===== src/rtl/mem_arb_pkg.sv =====
// mem_arb_pkg: shared state type, default widths and round-robin helper
// for the mem_arbiter slice.
package mem_arb_pkg;

    localparam int MEM_ARB_NUM_REQ    = 2;
    localparam int MEM_ARB_ADDR_WIDTH = 16;
    localparam int MEM_ARB_DATA_WIDTH = 32;

    typedef enum logic {
        S_INIT = 1'b0,
        S_ARB  = 1'b1
    } arb_state_e;

    // Successor of the winning slot, wrapping back to slot 0 after the last one.
    function automatic int unsigned rr_next_ptr(input int unsigned granted,
                                                input int unsigned num_req);
        if (granted + 1 >= num_req) begin
            return 0;
        end
        return granted + 1;
    endfunction

endpackage


===== src/rtl/mem_rr_arbiter.sv =====
// mem_rr_arbiter: combinational round-robin grant over NUM_REQ requests
// plus the rotating priority pointer.
module mem_rr_arbiter
    import mem_arb_pkg::*;
#(
    parameter int NUM_REQ = MEM_ARB_NUM_REQ
) (
    input  logic               clk,
    input  logic               reset,
    input  logic               enable_i,
    input  logic [NUM_REQ-1:0] req_i,
    output logic [NUM_REQ-1:0] grant_o
);

    localparam int PTR_W = (NUM_REQ > 1) ? $clog2(NUM_REQ) : 1;

    logic [PTR_W-1:0] ptr_q;
    logic [PTR_W-1:0] ptr_d;
    logic [PTR_W-1:0] win_idx;
    logic             win_found;

    // Slots at or above the pointer have priority, then the scan wraps to slot 0.
    always_comb begin
        grant_o   = '0;
        win_idx   = '0;
        win_found = 1'b0;
        for (int j = 0; j < NUM_REQ; j++) begin
            if (enable_i && !win_found && req_i[j] && (PTR_W'(j) >= ptr_q)) begin
                grant_o[j] = 1'b1;
                win_idx    = PTR_W'(j);
                win_found  = 1'b1;
            end
        end
        for (int j = 0; j < NUM_REQ; j++) begin
            if (enable_i && !win_found && req_i[j] && (PTR_W'(j) < ptr_q)) begin
                grant_o[j] = 1'b1;
                win_idx    = PTR_W'(j);
                win_found  = 1'b1;
            end
        end
    end

    // The pointer moves just past the winner; an idle cycle leaves it alone.
    always_comb begin
        ptr_d = ptr_q;
        if (win_found) begin
            ptr_d = PTR_W'(rr_next_ptr(32'(win_idx), NUM_REQ));
        end
    end

    // Pointer register.
    always_ff @(posedge clk or negedge reset) begin
        if (!reset) begin
            ptr_q <= '0;
        end else begin
            ptr_q <= ptr_d;
        end
    end

endmodule


===== src/rtl/mem_arbiter.sv =====
// mem_arbiter: shares one single-port memory between NUM_REQ requesters
// with round-robin grants and a one-cycle read response strobe.
// Optional feature: define MEM_ARB_INIT_EN to fill the whole memory with
// INIT_VALUE after reset before any request is accepted.
module mem_arbiter
    import mem_arb_pkg::*;
#(
    parameter int                    NUM_REQ    = MEM_ARB_NUM_REQ,
    parameter int                    ADDR_WIDTH = MEM_ARB_ADDR_WIDTH,
    parameter int                    DATA_WIDTH = MEM_ARB_DATA_WIDTH,
    parameter logic [DATA_WIDTH-1:0] INIT_VALUE = {DATA_WIDTH{1'b1}}
) (
    input  logic                          clk,
    input  logic                          reset,
    input  logic [NUM_REQ-1:0]            req_valid,
    output logic [NUM_REQ-1:0]            req_ready,
    input  logic [NUM_REQ-1:0]            req_wr,
    input  logic [NUM_REQ*ADDR_WIDTH-1:0] req_addr,
    input  logic [NUM_REQ*DATA_WIDTH-1:0] req_wdata,
    output logic [NUM_REQ-1:0]            rsp_valid,
    output logic [DATA_WIDTH-1:0]         rsp_rdata,
    output logic [ADDR_WIDTH-1:0]         mem_addr,
    output logic                          mem_wr_en,
    output logic                          mem_rd_en,
    output logic [DATA_WIDTH-1:0]         mem_wdata,
    input  logic [DATA_WIDTH-1:0]         mem_rdata,
    output logic                          init_done
);

    arb_state_e         state_q;
    arb_state_e         state_d;
    logic               arb_en;
    logic [NUM_REQ-1:0] grant;
    logic [NUM_REQ-1:0] rsp_valid_q;
    logic [NUM_REQ-1:0] rsp_valid_d;

`ifdef MEM_ARB_INIT_EN
    localparam arb_state_e RESET_STATE = S_INIT;

    logic [ADDR_WIDTH-1:0] init_cnt_q;
    logic [ADDR_WIDTH-1:0] init_cnt_d;
    logic                  init_done_q;
    logic                  init_done_d;
    logic                  init_active;

    // The sweep only drives the memory while reset is released.
    assign init_active = reset && (state_q == S_INIT);
    assign init_done   = init_done_q;
`else
    localparam arb_state_e RESET_STATE = S_ARB;

    assign init_done = 1'b1;
`endif

    // Reset gates the grant directly so every handshake output drops
    // the moment reset asserts, without waiting for a clock edge.
    assign arb_en = reset && (state_q == S_ARB);

    mem_rr_arbiter #(
        .NUM_REQ (NUM_REQ)
    ) u_rr_arbiter (
        .clk      (clk),
        .reset    (reset),
        .enable_i (arb_en),
        .req_i    (req_valid),
        .grant_o  (grant)
    );

    assign req_ready = grant;

    // State register.
    always_ff @(posedge clk or negedge reset) begin
        if (!reset) begin
            state_q <= RESET_STATE;
        end else begin
            state_q <= state_d;
        end
    end

    // Next state: the sweep walks every address once, then hands over to arbitration.
    always_comb begin
        state_d = state_q;
`ifdef MEM_ARB_INIT_EN
        init_cnt_d  = init_cnt_q;
        init_done_d = init_done_q;
        if (state_q == S_INIT) begin
            init_cnt_d = init_cnt_q + ADDR_WIDTH'(1);
            if (init_cnt_q == '1) begin
                state_d     = S_ARB;
                init_done_d = 1'b1;
            end
        end
`else
        state_d = S_ARB;
`endif
    end

`ifdef MEM_ARB_INIT_EN
    // Sweep address counter and the sticky done flag.
    always_ff @(posedge clk or negedge reset) begin
        if (!reset) begin
            init_cnt_q  <= '0;
            init_done_q <= 1'b0;
        end else begin
            init_cnt_q  <= init_cnt_d;
            init_done_q <= init_done_d;
        end
    end
`endif

    // Memory port comes from the sweep or from the single granted requester, else idles at zero.
    always_comb begin
        mem_addr  = '0;
        mem_wr_en = 1'b0;
        mem_rd_en = 1'b0;
        mem_wdata = '0;
`ifdef MEM_ARB_INIT_EN
        if (init_active) begin
            mem_wr_en = 1'b1;
            mem_addr  = init_cnt_q;
            mem_wdata = INIT_VALUE;
        end
`endif
        for (int i = 0; i < NUM_REQ; i++) begin
            if (grant[i]) begin
                mem_addr  = req_addr[i*ADDR_WIDTH +: ADDR_WIDTH];
                mem_wr_en = req_wr[i];
                mem_rd_en = ~req_wr[i];
                mem_wdata = req_wdata[i*DATA_WIDTH +: DATA_WIDTH];
            end
        end
    end

    assign rsp_valid_d = grant & ~req_wr;

    // Read strobe lines up with the memory's registered read data one cycle later.
    always_ff @(posedge clk or negedge reset) begin
        if (!reset) begin
            rsp_valid_q <= '0;
        end else begin
            rsp_valid_q <= rsp_valid_d;
        end
    end

    assign rsp_valid = rsp_valid_q;
    assign rsp_rdata = mem_rdata;

endmodule


===== config.mk =====
export PLATFORM = sky130hd
export DESIGN_NAME = mem_arbiter
export DESIGN_NICKNAME = d
export VERILOG_FILES = /design/src/rtl/mem_arb_pkg.sv /design/src/rtl/mem_rr_arbiter.sv /design/src/rtl/mem_arbiter.sv
export SDC_FILE = /design/constraint.sdc
export NUM_CORES = 1
export LEC_CHECK = 0
export ABC_CLOCK_PERIOD_IN_PS = 1660
export CORE_AREA = 2 2 85 87
export CTS_BUF_LIST = sky130_fd_sc_hd__clkbuf_16
export DETAILED_ROUTE_END_ITERATION = 8
export DIE_AREA = 0 0 87 89
export DONT_BUFFER_PORTS = 1
export HOLD_SLACK_MARGIN = 0.1
export SLEW_MARGIN = 30
export SYNTH_ARGS = -nofsm -noshare
export SYNTH_HDL_FRONTEND = slang
export SYNTH_SLANG_ARGS = --single-unit

===== constraint.sdc =====
create_clock -name clk -period 1.66 [get_ports clk]
set_clock_uncertainty 0.15 [all_clocks]
set_input_delay 0.332 -clock clk [delete_from_list [all_inputs] [get_ports clk]]
set_output_delay 0.332 -clock clk [all_outputs]
set_load 0.005 [all_outputs]

==> reports/qor.txt, run 1 <==
Max frequency - 0.533 GHz
Worst EP required - 1.18 ns
Vias post-DR - 1337
Hold Startpoint - reset
Yosys top cell area share - 31.5%
Global route total overflow - 0
Clock power share - 40.4%
Reg2Reg Setup Slack - 0.29 ns
Final setup viols - 50
Sequential share of the synthesized area - 6.24%
CP startpoint - u_rr_arbiter.ptr_q$_DFFE_PN0P_
Leakage power - 0.559 nW
Core Region - 6720 um^2
Post-route ant nets - 0
Post-synthesis average cell area - 5.54 um^2
Primary FF master, synth - dfrtp_1
Hpwl dp - 2920 um
Syn Nets - 351
Synth Warn # - 0
# nets final - 316
Fin area - 1450 um^2
Final Core Density - 21.6%
Reg2reg start - u_rr_arbiter.ptr_q$_DFFE_PN0P_
Largest net degree at the start of global routing - 103
Peak per-stage delay on the critical path - 0.40 ns
Crit path DAT - 1.40 ns
Layout area overhead - 20.9%
Total Negative Setup Slacks - -9.64 ns
Post-layout minimum cycle time - 1.88 ns
Critical path startpoint category - flop
Endpoint type of the worst setup path - output port
Chip Width - 87 um
Reg2Reg Depth - 5
Sw frac - 34.6%
Initial Utilization - 17.9%
WHS - 0.111 ns
Ant. Diodes - 0
Num CTS Buffers - 3
Number of DRC markers in iteration 0 - 70
Synth Instances - 217
I/O pin count - 221
TritonRoute pass-1 iters - 4
Placed inst area - 1020 um^2
Via density - 5.12
Total wire length - 4450 um
Hold depth - 1
Clk Latency, worst-skew pair - 0.23 ns
Endpoint, Worst Hold - u_rr_arbiter.ptr_q$_DFFE_PN0P_
Sequential power share - 9.2%
Die height - 89 um
GR Util All Layers - 7.81%
Failing checks - setup timing
Final worst slack - -0.218 ns
Status - finished with violations
Final period utilization - 113%
Distinct cells, synth - 16
Top sig layer - met4
Slowest-stage cell, CP - dfrtp_1
Post-route DRC - 0
Hold Violations, Final - 0
Ys async rst share - 100%
Total power - 0.945 mW
RR Endpoint - rsp_valid[1]$_DFF_PN0_
Pwr Density - 650 nW/um^2
Fin. max-slew vios - 0
Die Footprint - 7740 um^2
Peak supply drop - 0.716 mV
Hold Crit Class - in -> reg
Reg clk slew, reported paths - 0.03 ns
Synth area leaders - nand2_1 32%, o22ai_1 25%, buf_4 21%, buf_2 6.7%, dfrtp_1 6.2%
NetSw - 0.327 mW
CTS root buf - clkbuf_16
DR WL/cell - 17.0 um
Wire length on met2 - 2240 um
Number of flops mapped to enable cells by yosys - 0
RSZ-0062 raised after global routing - yes
# clock sinks - 3
Sequence of cells on the critical path - buf_6 > nor2b_4 > nand2b_4 > buf_12 > o22ai_1
Synth Cell Area - 1200 um^2
First-pass GRT wire length - 4840 um
Post-synth top area cell - nand2_1
Clk buf depth - 2
Type of the worst setup path - reg -> out
CTS tree - yes
Post-synth top cells - 101 x nand2_1, 49 x o22ai_1, 34 x buf_4
P_int - 0.618 mW
Initial antenna violation count - 0
Count leader, synth - nand2_1
Rows - 30
Fill cell count - 745
Port bufs - 0
Flops & latches, synth - 3
Wl on met1 - 1750 um
RD Place Congestion - 0.697
Critical path fanouts, max - 20
Share of cells above drive strength 1 - 19.3%
Met3 Wirelength - 363 um
Max cap viols - 0
Htree depth - 1
Vias in the first global route - 964
Logic pwr share - 50.4%
[kinds of logic (layout without fill, tap and decap cells)]
group / count (synthesis) / after routing / synth area share (%)
AO/OA/AOI/OAI: 51 / 51 / 26.8
buffers and inverters: 55 / 19 / 31.3
flip-flops: 3 / 3 / 6.24
AND/OR/NAND/NOR: 107 / 107 / 35.3
other: 1 / 1 / 0.312
[critical path: cells and delay by family (launching register included)]
kind	cells	cell delay, ns
DFF	1	0.40
buffers and inverters	2	0.29
AOI/OAI and AO/OA	1	0.11
and+or+nand+nor	2	0.36
[how the worst max path moves through the flow]
stage	cells past startpoint	slack, ns	end
floorplan	5	0.15	mem_addr[10]
global placement	5	0.11	mem_addr[1]
detailed placement	5	0.06	mem_wdata[5]
CTS	5	-0.19	mem_wdata[5]
global route	5	-0.27	mem_wdata[28]
finish	5	-0.22	mem_wdata[28]
[stage by stage]
step	setup slack, ns	instances
final	-0.218	261
after global routing	-0.274	261
after CTS	-0.188	255
after detailed placement	0.0566	248
after global placement	0.112	248
after floorplan	0.147	217
[sequential cells by signal, indices dropped and copies added (netlist names)]
signal / cells
rsp_valid: 2
u_rr_arbiter.ptr_q: 1
[layer usage]
metal / track usage (%) / up-vias
li1: - / 631
met4: 4.12 / 0
met3: 1.75 / 12
met2: 12.7 / 93
met1: 9.63 / 601
met5: 0 / -
[area by class of cell]
type | count | area (um^2) | share of cell area (%)
Multi-Input combinational cell | 159 | 975 | 67.0
Timing Repair Buffer | 14 | 221 | 15.2
Clock inverter | 1 | 3.75 | 0.258
Inverter | 1 | 3.75 | 0.258
Sequential cell | 3 | 75.1 | 5.16
Clock buffer | 3 | 75.1 | 5.16
Tap cell | 80 | 100 | 6.88
[placed cells by master (no fill, tap or decap)]
cell type | synthesis | layout
clkbuf_16 | 0 | 6
dlygate4sd3_1 | 0 | 2
conb_1 | 1 | 1
nor2b_4 | 1 | 1
buf_6 | 3 | 1
a22o_1 | 1 | 1
nand2b_4 | 1 | 1
o22ai_1 | 49 | 34
nand2_2 | 0 | 1
nor2_1 | 2 | 2
nand2_1 | 101 | 99
buf_4 | 34 | 3
dfrtp_1 | 3 | 3
nor3_4 | 0 | 1
o22ai_2 | 0 | 2
dlymetal6s4s_1 | 0 | 1
inv_1 | 1 | 2
buf_12 | 0 | 4
nand2_4 | 0 | 1
o21bai_4 | 0 | 1
nand3_1 | 1 | 1
o22ai_4 | 0 | 13
[repair_timing]
item                       CTS  global route
resized for setup            0            35
hold buffers                 3             0
setup endpoints to repair   49            51
hold endpoints to repair     5             0
cloned                       0             3
buffers inserted             0             3
[power groups by stage]
| stage | Sequential [mW] | Combinational [mW] | Clock [mW] |
|---|---|---|---|
| finish | 0.0867 | 0.477 | 0.382 |
| global route | 0.0877 | 0.517 | 0.392 |
| CTS | 0.0860 | 0.314 | 0.387 |
| detailed placement | 0.0867 | 0.307 | 0 |
| global placement | 0.0855 | 0.300 | 0 |
| floorplan | 0.0875 | 0.333 | 0 |
Note: power is estimated with default switching activity, not from simulation.
==> inputs of run 2 (changes only) <==
--- a/config.mk
+++ b/config.mk
@@ -5,7 +5,8 @@
 export SDC_FILE = /design/constraint.sdc
 export NUM_CORES = 1
 export LEC_CHECK = 0
-export ABC_CLOCK_PERIOD_IN_PS = 1660
+export ABC_CLOCK_PERIOD_IN_PS = 2210
+export CAP_MARGIN = 20
 export CORE_AREA = 2 2 85 87
 export CTS_BUF_LIST = sky130_fd_sc_hd__clkbuf_16
 export DETAILED_ROUTE_END_ITERATION = 8
==> constraint.sdc (replaced) <==
create_clock -name clk -period 2.21 [get_ports clk]
set_clock_uncertainty 0.15 [all_clocks]
set_input_delay 0.442 -clock clk [delete_from_list [all_inputs] [get_ports clk]]
set_output_delay 0.442 -clock clk [all_outputs]
set_load 0.005 [all_outputs]
==> run 2 against run 1 <==
Against the previous run: the run now ends clean; register-to-register slack improved by 0.93 ns; critical path depth shrank 2; wire length decreased by 13%; die area stayed put; final area decreased by 29%; via count decreased by 4.8%; combinational power fell by 59%; clock power shrank 25%; critical endpoint is now mem_wdata[5].
==> reports/qor.txt, run 2 (synthesis gave the netlist of run 1 again) <==
Most common cell after layout, fill and taps aside - nand2_1 (unchanged)
Peak supply drop - 0.536 mV (was 0.716 mV)
Chip Width - 87 um (unchanged)
Final worst slack - 0.135 ns (was -0.218 ns)
Port bufs - 0 (unchanged)
Fill cell count - 792 (was 745)
RR Endpoint - rsp_valid[0]$_DFF_PN0_ (was rsp_valid[1]$_DFF_PN0_)
# clock sinks - 3 (unchanged)
Core Region - 6720 um^2 (unchanged)
Reg area - 75.1 um^2 (unchanged)
I/O pin count - 221 (unchanged)
Total wire length - 3850 um (was 4450 um)
Endpoint type of the worst setup path - output port (unchanged)
Largest net degree at the start of global routing - 103 (unchanged)
Final setup viols - 0 (was 50)
Initial antenna violation count - 0 (unchanged)
Post-CTS resize count - 0 (unchanged)
Htree depth - 1 (unchanged)
First-pass GRT wire length - 4840 um (about the same)
Die height - 89 um (unchanged)
Pwr Density - 531 nW/um^2 (was 650 nW/um^2)
Grt met2 use - 12.7% (unchanged)
Setup WS pre-CTS - 0.335 ns (was 0.0566 ns)
Slew @ Worst Pin - 0.520 ns
Hold Violations, Final - 0 (unchanged)
Reg2reg start - u_rr_arbiter.ptr_q$_DFFE_PN0P_ (unchanged)
Max frequency - 0.482 GHz
Hpwl dp - 2870 um (was 2920 um)
Placed inst area - 947 um^2 (was 1020 um^2)
Post-route DRC - 0 (unchanged)
Status - finished clean (was finished with violations)
Max cap viols - 0 (unchanged)
Hold depth - 1 (unchanged)
Setup crit end - mem_wdata[5] (was mem_wdata[28])
Reg clk slew, reported paths - 0.03 ns (about the same)
Hold Crit Class - in -> reg (unchanged)
Worst EP required - 1.62 ns (was 1.18 ns)
Via density - 5.09 (was 5.12)
Commonest non-fill, non-tap cells in the layout - 100 x nand2_1, 49 x o22ai_1, 3 x clkbuf_16, 3 x dfrtp_1 (was 99 x nand2_1, 34 x o22ai_1, 13 x o22ai_4)
Layout area overhead - -13.8% (was 20.9%)
Number of DRC markers in iteration 0 - 70 (unchanged)
DR WL/cell - 15.4 um (was 17.0 um)
Num CTS Buffers - 3 (unchanged)
Reg2Reg Setup Slack - 1.22 ns (was 0.29 ns)
Global route total overflow - 0 (unchanged)
RSZ-0062 raised after global routing - no (was yes)
Top Usage Layer GRT - met2 (unchanged)
# nets final - 305 (was 316)
Leakage power - 0.413 nW (was 0.559 nW)
CP startpoint - u_rr_arbiter.ptr_q$_DFFE_PN0P_ (unchanged)
Fin. max-slew vios - 0 (unchanged)
Critical path startpoint category - flop (unchanged)
Initial Utilization - 17.9% (unchanged)
Met3 usage - 1.57% (was 1.75%)
RD Place Congestion - 0.717 (was 0.697)
Post-route ant nets - 0 (unchanged)
Critical path fanouts, max - 49 (was 20)
Total Negative Setup Slacks - 0 ns (was -9.64 ns)
Ant. Diodes - 0 (unchanged)
Clk buf depth - 2 (unchanged)
Rows - 30 (unchanged)
Type of the worst setup path - reg -> out (unchanged)
GR Util All Layers - 7.67% (was 7.81%)
WHS - 0.131 ns (was 0.111 ns)
Clk Latency, worst-skew pair - 0.22 ns (was 0.23 ns)
CTS tree - yes (unchanged)
Post-layout minimum cycle time - 2.07 ns
Multi-input logic area - 753 um^2 (was 975 um^2)
Vias in the first global route - 978 (was 964)
Die Footprint - 7740 um^2 (unchanged)
Vias post-DR - 1273 (was 1337)
Max FFs per register - 2 (unchanged)
Reg2Reg Depth - 3 (was 5)
Share of cells above drive strength 1 - 4.71% (was 19.3%)
CTS root buf - clkbuf_16 (unchanged)
Fin area - 1040 um^2 (was 1450 um^2)
Worst slew margin - 65.3%
Final period utilization - 93.9%
Crit path DAT - 1.48 ns (was 1.40 ns)
TritonRoute pass-1 iters - 5 (was 4)
Met1 usage in global routing - 9.52% (was 9.63%)
## run 2: cell types whose count changed in the layout (fill, tap and decap cells not counted), moves of 2 or more
| cell | change |
|---|---|
| buf_12 | -4 |
| clkbuf_16 | -3 |
| o22ai_1 | +15 |
| o22ai_2 | -2 |
| o22ai_4 | -13 |
## run 2: critical path, stage by stage, from the launching register on
cell      delay (ns)
dfrtp_1         0.42
nor2b_4         0.16
nand2b_4        0.48
o22ai_1         0.20
## run 2: routing by layer
layer  routed length, um  up-vias
met1                1520      563
met2                1900       93
met5                   0        -
li1                    -      607
met3                 358       10
met4                  78        0
## run 2: power breakdown
group / internal [mW] / switching (mW)
clock: 0.234 / 0.0527
combinational: 0.0739 / 0.123
sequential: 0.0605 / 0.00632
## run 2: layout make-up
type,count,area share [%]
Clock inverter,1,0.362
Inverter,1,0.362
Multi-Input combinational cell,159,72.7
Timing Repair Buffer,3,2.42
Clock buffer,3,7.25
Tap cell,80,9.66
Sequential cell,3,7.25
## run 2: how the worst min path moves through the flow
stage,from,to,slack (ns)
floorplan,reset,rsp_valid[0]$_DFF_PN0_,-0.004
global route,req_wr[0],rsp_valid[0]$_DFF_PN0_,0.13
global placement,reset,u_rr_arbiter.ptr_q$_DFFE_PN0P_,-0.002
CTS,req_wr[0],rsp_valid[0]$_DFF_PN0_,0.13
finish,req_wr[0],rsp_valid[0]$_DFF_PN0_,0.13
detailed placement,reset,rsp_valid[1]$_DFF_PN0_,-0.002
## run 2: timing repair
| item | in CTS | in global routing |
|---|---|---|
| endpoints found under the setup margin | 0 | 0 |
| hold endpoints to repair | 3 | 0 |
| hold buffers | 1 | 0 |
| setup buffers | 0 | 0 |
## run 2: stage by stage
step	util (%)	power, mW	instances
after global placement	14.1	0.257	245
final	15.4	0.550	250
after global routing	15.4	0.584	250
after CTS	15.4	0.555	250
after detailed placement	14.1	0.263	245
after floorplan	-	0.316	217
